<file path="src/rtl/irq_controller.sv">
// Interrupt controller: per-source edge/level latching, masking and a single CPU request,
// with a four-register bus slave (PENDING, MASK, VECTOR, MODE).
module irq_controller #(
    parameter int N_SRC = 8
) (
    input  logic             clk_i,
    input  logic             rst_i,
    input  logic             cs_i,
    input  logic             we_i,
    input  logic [31:0]      adr_i,
    input  logic [31:0]      dat_i,
    output logic [31:0]      dat_o,
    output logic             ack_o,
    input  logic [N_SRC-1:0] irq_i,
    output logic             int_o
);

    localparam logic [1:0] ADR_PENDING = 2'd0;
    localparam logic [1:0] ADR_MASK    = 2'd1;
    localparam logic [1:0] ADR_VECTOR  = 2'd2;
    localparam logic [1:0] ADR_MODE    = 2'd3;

    logic [N_SRC-1:0] pending;
    logic [N_SRC-1:0] mask;
    logic [N_SRC-1:0] mode;
    logic [N_SRC-1:0] irq_q;

    logic [N_SRC-1:0] pending_next;
    logic [N_SRC-1:0] mask_next;
    logic [N_SRC-1:0] mode_next;
    logic [N_SRC-1:0] w1c;
    logic [N_SRC-1:0] int_src;
    logic [N_SRC-1:0] active;
    logic             accept;
    logic             wr;
    logic [1:0]       sel;
    logic [4:0]       lowest;
    logic [31:0]      vector;
    logic [31:0]      rd_data;

    logic unused_bits;
    assign unused_bits = ^{adr_i[31:4], adr_i[1:0], dat_i[31:N_SRC]};

    always_comb begin
        accept    = cs_i & ~ack_o;
        wr        = accept & we_i;
        sel       = adr_i[3:2];
        mask_next = (wr && sel == ADR_MASK) ? dat_i[N_SRC-1:0] : mask;
        mode_next = (wr && sel == ADR_MODE) ? dat_i[N_SRC-1:0] : mode;
        w1c       = (wr && sel == ADR_PENDING) ? dat_i[N_SRC-1:0] : '0;
        pending_next = '0;
        // A new edge beats a simultaneous W1C; level sources just mirror the line.
        for (int i = 0; i < N_SRC; i++) begin
            if (mode_next[i])
                pending_next[i] = (irq_i[i] & ~irq_q[i]) | (pending[i] & ~w1c[i]);
            else
                pending_next[i] = irq_i[i];
        end
        // Level sources request from the registered line, giving them one extra cycle.
        int_src = (mode_next & pending_next) | (~mode_next & pending);
    end

    always_comb begin
        active = pending & mask;
        lowest = 5'd0;
        for (int i = N_SRC - 1; i >= 0; i--) begin
            if (active[i])
                lowest = 5'(i);
        end
        vector = {|active, 26'd0, lowest};
        case (sel)
            ADR_PENDING: rd_data = 32'(pending);
            ADR_MASK:    rd_data = 32'(mask);
            ADR_VECTOR:  rd_data = vector;
            default:     rd_data = 32'(mode);
        endcase
    end

    always_ff @(posedge clk_i or posedge rst_i) begin
        if (rst_i) begin
            pending <= '0;
            mask    <= '1;
            mode    <= '0;
            irq_q   <= '0;
            ack_o   <= 1'b0;
            dat_o   <= 32'd0;
            int_o   <= 1'b0;
        end else begin
            irq_q   <= irq_i;
            pending <= pending_next;
            mask    <= mask_next;
            mode    <= mode_next;
            int_o   <= |(int_src & mask_next);
            ack_o   <= accept;
            if (accept && !we_i)
                dat_o <= rd_data;
        end
    end

endmodule

</file>
<file path="config.mk">
export PLATFORM = sky130hd
export DESIGN_NAME = irq_controller
export DESIGN_NICKNAME = d
export VERILOG_FILES = /design/src/rtl/irq_controller.sv
export SDC_FILE = /design/constraint.sdc
export NUM_CORES = 1
export LEC_CHECK = 0
export ABC_AREA = 1
export CAP_MARGIN = 25
export CORE_MARGIN = 10
export CORE_UTILIZATION = 35
export DETAILED_ROUTE_END_ITERATION = 8
export PLACE_DENSITY = 0.74
export SLEW_MARGIN = 25
export SYNTH_ARGS = -nofsm -noshare
export SYNTH_HDL_FRONTEND = slang
export SYNTH_SLANG_ARGS = --single-unit
</file>
<file path="constraint.sdc">
create_clock -name clk_i -period 1.4 [get_ports clk_i]
set_input_delay 0.28 -clock clk_i [delete_from_list [all_inputs] [get_ports clk_i]]
set_output_delay 0.28 -clock clk_i [all_outputs]
set_load 0.05 [all_outputs]
</file>
==> impl_results.md, run 1 <==
* Pins Over Slew Limit at 0
* Area of the multi-input gates at 1200 µm²
* Failing checks: negative setup slack
* Initial core utilization at 35.9%
* Total Nets Final at 447
* CTS max path bufs at 2
* Top cells by area, synth: dfrtp_1 39%, nand2_1 18%, dfstp_2 9.3%, buf_4 7.6%, nand3_1 5.3%
* Area leader, netlist: dfrtp_1
* RR Endpoint: int_o
* Post-Synthesis Cells at 283
* Reg2Reg Depth at 11
* RSZ-0062 raised after global routing: yes
* Hold_buf cts at 0
* Slowest stage delay, CP at 430 ps
* CORE AREA at 6310 µm²
* Register area at 1090 µm²
* Synthesis-stage register bit count at 43
* Area growth, synth to finish at 51.4%
* Layout cells sized above 1 at 34.4%
* CTS tree: done
* Number of global-route vias before repair at 2198
* Boundary Pins at 110
* Arr. time, crit path at 1740 ps
* Die Span X at 100 µm
* Crit path buffers/inverters at 2
* GPL Wtd Cong at 0.879
* CP required at 1580 ps
* Most frequent cells after synthesis: 109 x nand2_1, 35 x dfrtp_1, 24 x nand3_1, 23 x buf_4, 20 x inv_1
* Hold WS at 332 ps
* Port bufs at 32
* Routed vias at 2144
* Clock transition at path regs at 80 ps
* Total inserted antenna cells at 0
* Crit path launch type: register
* Crit-path leading delay family: simple AND/OR/NAND/NOR gates
* Global route overflow at 0
* Setup TNS at -1050 ps
* Final hold violation count at 0
* DRT Pass-1 Iters at 4
* Setup WS post-layout at -157 ps
* HPWL after DPL at 4580 µm
* # setup viols final at 16
* Largest net degree at the start of global routing at 44
* GRT Total Usage at 12.3%
* Final WL at 6340 µm
* Max-cap violations at 0
* Cell with the most instances after synthesis: nand2_1
* Hold WC Path Type: in -> async
* H-tree depth at 2
* Yosys top cell area share at 38.7%
* Ys Warns at 0
* Die Span Y at 100 µm
* Total CTS buffers at 5
* Fillcell total at 588
* Initial antenna violation count at 0
* Post-Synthesis Cell Area at 2260 µm²
* Drt wl/cell at 14.1 µm
* # clock sinks at 43
* FP Rows at 29
* Worst r2r src: ack_o
* Final ANT Viol Nets at 0
* Worst setup path class: reg -> reg
* Fmax at 642 MHz
* Distinct cells, synth at 24
* Fraction of registers with async set/reset at 100%
* Pwr dens at 1240 nW/µm²
* Total Power at 4.25 mW
* Max Fanout on Critical Path at 5
* Min Tclk post-route at 1560 ps
* Root buf cell: clkbuf_8
* Most common flop cell mapped by yosys: dfrtp_1
* Status: finished, violations left
* Crit-path cells: inv_2, nand3_4, nor2_4, buf_6, nand2_4, nand2_4, nand3_2, nand3_1, nand2_1, nor2_1, nand2_1
* Endpoint class of the critical path: register
* Final Cycle Share at 111%
* Peak VDD IR at 0.645 mV
* Worst Skew at 12.2 ps
* Mean Syn Cell Area at 8.00 µm²
* Vias/cell at 4.78
* DR DRC count at 0
* First-pass GRT wire length at 10200 µm
* LEAKAGE at 1.67 nW
* Critical-path top delay cell: dfrtp_2
* Skew-Pair Late Insertion Delay at 300 ps
* Post-synth EDFFs at 0
* Die Area at 10100 µm²
* DRT iter0 DRCs at 90
* Sequential fraction of the synthesis area at 48.0%
* R2r setup slk at -160 ps
## worst register-to-register path, stage by stage, from the launching register on
cell and delay [ps]:
dfrtp_2 430, inv_2 70, nand3_4 90, nor2_4 200, buf_6 160, nand2_4 60
nand2_4 60, nand3_2 80, nand3_1 80, nand2_1 50, nor2_1 100, nand2_1 60
## cell type report
class	instances	share of cell area [%]
clock buffers	6	2.12
multi-input cells	216	35.1
repair buffers	83	25.4
clock inverters	2	0.365
well taps	77	2.81
repair inverters	1	0.219
flip-flops and latches	43	31.7
inverters	21	2.30
## where the power goes
group | internal [mW] | switching [mW]
clock | 0.349 | 0.434
sequential | 1.50 | 0.202
combinational | 0.787 | 0.978
## layer usage
layer	part of all wire [%]	vias up	GRT usage, %
met2	48	67	20.6
met1	42	1014	14.4
met3	7.7	17	3.71
met4	2.5	0	4.89
met5	0	-	0
li1	-	1046	-
## how the worst max path moves through the flow
stage	slack (ps)	to	from	cells past startpoint
after detailed placement	-630	int_o	we_i	10
after global placement	-630	int_o	we_i	10
after CTS	-130	int_o	ack_o	11
after floorplan	-130	dat_o[3]	ack_o	6
final	-160	int_o	ack_o	11
after global routing	-250	int_o	ack_o	9
## logic make-up (layout without fill, tap and decap cells)
family / after synthesis / after routing / synth area share, %
AOI/OAI and AO/OA: 30 / 30 / 8.40
other: 1 / 23 / 0.166
and+or+nand+nor: 163 / 163 / 31.9
buffers and inverters: 46 / 113 / 11.6
DFF: 43 / 43 / 48.0
## placed cells by master, fill, tap and decap left out, types with 2 or more instances in the layout
cell,n
clkdlybuf4s50_1,17
nor2_1,6
a21oi_1,2
buf_12,12
dfrtp_1,34
nand2_2,12
inv_1,18
conb_1,23
nand4_1,6
a21oi_2,4
o21a_1,12
nand3b_1,7
nand2_4,8
inv_2,3
nor2_2,4
nand2_1,91
dfstp_2,8
o21ai_0,9
nor2_4,2
nand3_2,12
dlygate4sd2_1,4
buf_4,37
nand3_1,10
clkbuf_8,5
clkinvlp_4,2
buf_6,13
nand3_4,3
## through the flow
step	setup slack [ps]	cells	utilization, %	area, µm²
after floorplan	-132	305	-	2350
after global placement	-632	427	47.4	2990
after detailed placement	-626	427	47.4	2990
after CTS	-128	445	52.1	3290
after global routing	-251	449	54.3	3430
final	-157	449	54.3	3430
## flip-flops by register name (all words and copies together) (netlist names)
| name | flops |
|---|---|
| int_o | 1 |
| mask | 8 |
| irq_q | 8 |
| ack_o | 1 |
| mode | 8 |
| dat_o | 9 |
| pending | 8 |
## timing repair
action	in CTS	in global routing
setup buffers	9	4
resized for setup	43	26
pin swaps	13	6
endpoints found under the setup margin	18	21
hold endpoints to repair	0	0
cloned	1	0
No activity file was read; power rests on OpenSTA's default activity.
==> run 2: changes to the inputs <==
Settings changed: DONT_BUFFER_PORTS from default to 1, PLACE_DENSITY 0.74 to default.
==> impl_results.md, run 2 (synthesis gave the netlist of run 1 again) <==
* # clock sinks at 43 (unchanged)
* Total Nets Final at 424 (-5.1%)
* Number of global-route vias before repair at 1978 (-10%)
* Routed vias at 1984 (-7.5%)
* Fillcell total at 611 (+3.9%)
* FP Rows at 29 (unchanged)
* Total CTS buffers at 5 (unchanged)
* Register name with the most flops: dat_o
* DRT Pass-1 Iters at 4 (unchanged)
* Worst Skew at 7.52 ps (-4.64 ps)
* Root buf cell: clkbuf_8
* Final Non-Filler Cells at 426 (-5.1%)
* H-tree depth at 2 (unchanged)
* Arr. time, crit path at 1740 ps (about the same)
* Final WL at 6050 µm (-4.7%)
* Number of flip-flops in the largest register at 9 (unchanged)
* DRT iter0 DRCs at 123 (+37%)
* Total inserted antenna cells at 0 (unchanged)
* Vias/cell at 4.66 (-2.5%)
* Fmax at 643 MHz (+0.11%)
* Dpl ws at -221 ps (+405 ps)
* Sw Pwr at 1.53 mW (-5.0%)
* Port bufs at 0 (-100%)
* Drt wl/cell at 14.2 µm (+0.48%)
* Die Span Y at 100 µm (unchanged)
* Die Area at 10100 µm² (unchanged)
* Min Tclk post-route at 1560 ps (-1.76 ps)
* Failing checks: negative setup slack
* Final ANT Viol Nets at 0 (unchanged)
* GPL Wtd Cong at 0.888 (+0.93%)
* Peak VDD IR at 0.882 mV (+37%)
* Initial core utilization at 35.9% (unchanged)
* Setup TNS at -1580 ps (-524 ps)
* Layout cells sized above 1 at 34.7% (+0.26 points)
* Skew-Pair Late Insertion Delay at 290 ps (about the same)
* Pwr dens at 1260 nW/µm² (+1.9%)
* Area growth, synth to finish at 36.6%
* Cells after DPL at 403 (-5.6%)
* CP required at 1590 ps (about the same)
* CTS max path bufs at 2 (unchanged)
* Pins Over Slew Limit at 0 (unchanged)
* # setup viols final at 19 (+3)
* Initial antenna violation count at 0 (unchanged)
* Status: finished, violations left
* Final Cycle Share at 111% (-0.13 points)
* Endpoint class of the critical path: register
* CORE AREA at 6310 µm² (unchanged)
* Switching share of total power at 39.2% (+1.3 points)
* Max Fanout on Critical Path at 5 (unchanged)
* Max-cap violations at 0 (unchanged)
* Die Span X at 100 µm (unchanged)
* Setup WS post-layout at -155 ps (+1.76 ps)
* Register share of total power at 49.0% (+8.9 points)
* Register area at 1090 µm² (unchanged)
* Clock transition at path regs at 80 ps (about the same)
* Global route overflow at 0 (unchanged)
* Clk network pwr share at 19.7% (+1.3 points)
* Worst setup path class: reg -> reg
* Combinational cell fraction of total power at 31.3% (-10 points)
* Area of the multi-input gates at 1220 µm² (+1.9%)
* LEAKAGE at 1.51 nW (-9.6%)
* P_int at 2.38 mW (-10%)
* Final hold violation count at 0 (unchanged)
* Crit path launch type: register
* HPWL after DPL at 4480 µm (-2.2%)
* Commonest cells after routing, fill and taps aside: 91 x nand2_1, 44 x buf_4, 34 x dfrtp_1
* RSZ-0062 raised after global routing: yes
* Hold WC Path Type: in -> reg
* First-pass GRT wire length at 9770 µm (-4.4%)
* Boundary Pins at 110 (unchanged)
* GRT Total Usage at 11.9% (-0.41 points)
* CTS tree: done
* DR DRC count at 0 (unchanged)
* Largest net degree at the start of global routing at 44 (unchanged)
* Most common cell after layout, fill and taps aside: nand2_1
## run 2: cell types whose count changed in the layout (fill, tap and decap cells not counted), sizes merged, moves of 3 or more
cell | before | now
buf | 62 | 52
clkdlybuf4s50 | 17 | 0
clkinv | 1 | 4
dlygate4sd2 | 4 | 0
dlygate4sd3 | 0 | 8
## run 2: layout make-up
type                            instances  share of cell area (%)
Timing Repair inverter                  1                   0.243
Multi-Input combinational cell        216                    39.6
Clock inverter                          3                   0.486
Tap cell                               77                    3.12
Sequential cell                        43                    35.2
Clock buffer                            5                    2.23
Timing Repair Buffer                   60                    16.6
Inverter                               21                    2.55
## run 2: worst paths after layout
path	from	end	slack [ps]	depth (start not counted)
setup / recovery	ack_o	dat_o[4]	-160	7
hold / removal	irq_i[7]	irq_q[7]	10	0
setup reg to reg	ack_o	dat_o[4]	-160	7
hold reg to reg	mode[5]	dat_o[5]	590	2
max in group asynchronous	rst_i	mask[0]	660	3
min in group asynchronous	rst_i	pending[6]	470	3
## run 2: critical path, cell delays in order (launching register included)
cell	delay (ps)
dfrtp_2	440
buf_4	140
buf_6	110
nor3_4	270
inv_2	140
a21oi_2	150
nand3_2	100
o21a_1	110
## run 2: repair_timing
action | CTS | global route
buffers inserted | 4 | 2
endpoints found under the setup margin | 9 | 26
hold buffers | 4 | 4
cloned | 0 | 1
pin swaps | 13 | 15
endpoints found under the hold margin | 38 | 4
resized for setup | 29 | 34
## run 2: per-stage QoR
stage          area (µm²)  hold WS [ps]  utilization [%]  power (mW)
2_1_floorplan        2350           311                -        2.59
3_3_place_gp         2620           227             41.5        2.92
3_5_place_dp         2620           228             41.5        2.95
4_1_cts              2880          4.37             45.7        3.83
5_1_grt              3090        -0.333             49.0        4.16
6_report             3090          12.4             49.0        3.91
## run 2: per-layer routing
layer	GRT usage (%)	wire length, µm	up-vias
met1	15.2	2580	928
li1	-	-	998
met3	3.78	545	2
met2	19.2	2890	56
met4	2.61	27	0
met5	0	0	-
## run 2: power groups by stage
stage	combinational (mW)	clock [mW]	sequential (mW)
floorplan	0.714	0	1.88
global placement	0.995	0	1.93
detailed placement	1.02	0	1.93
CTS	1.12	0.794	1.91
global route	1.36	0.839	1.95
finish	1.22	0.769	1.92
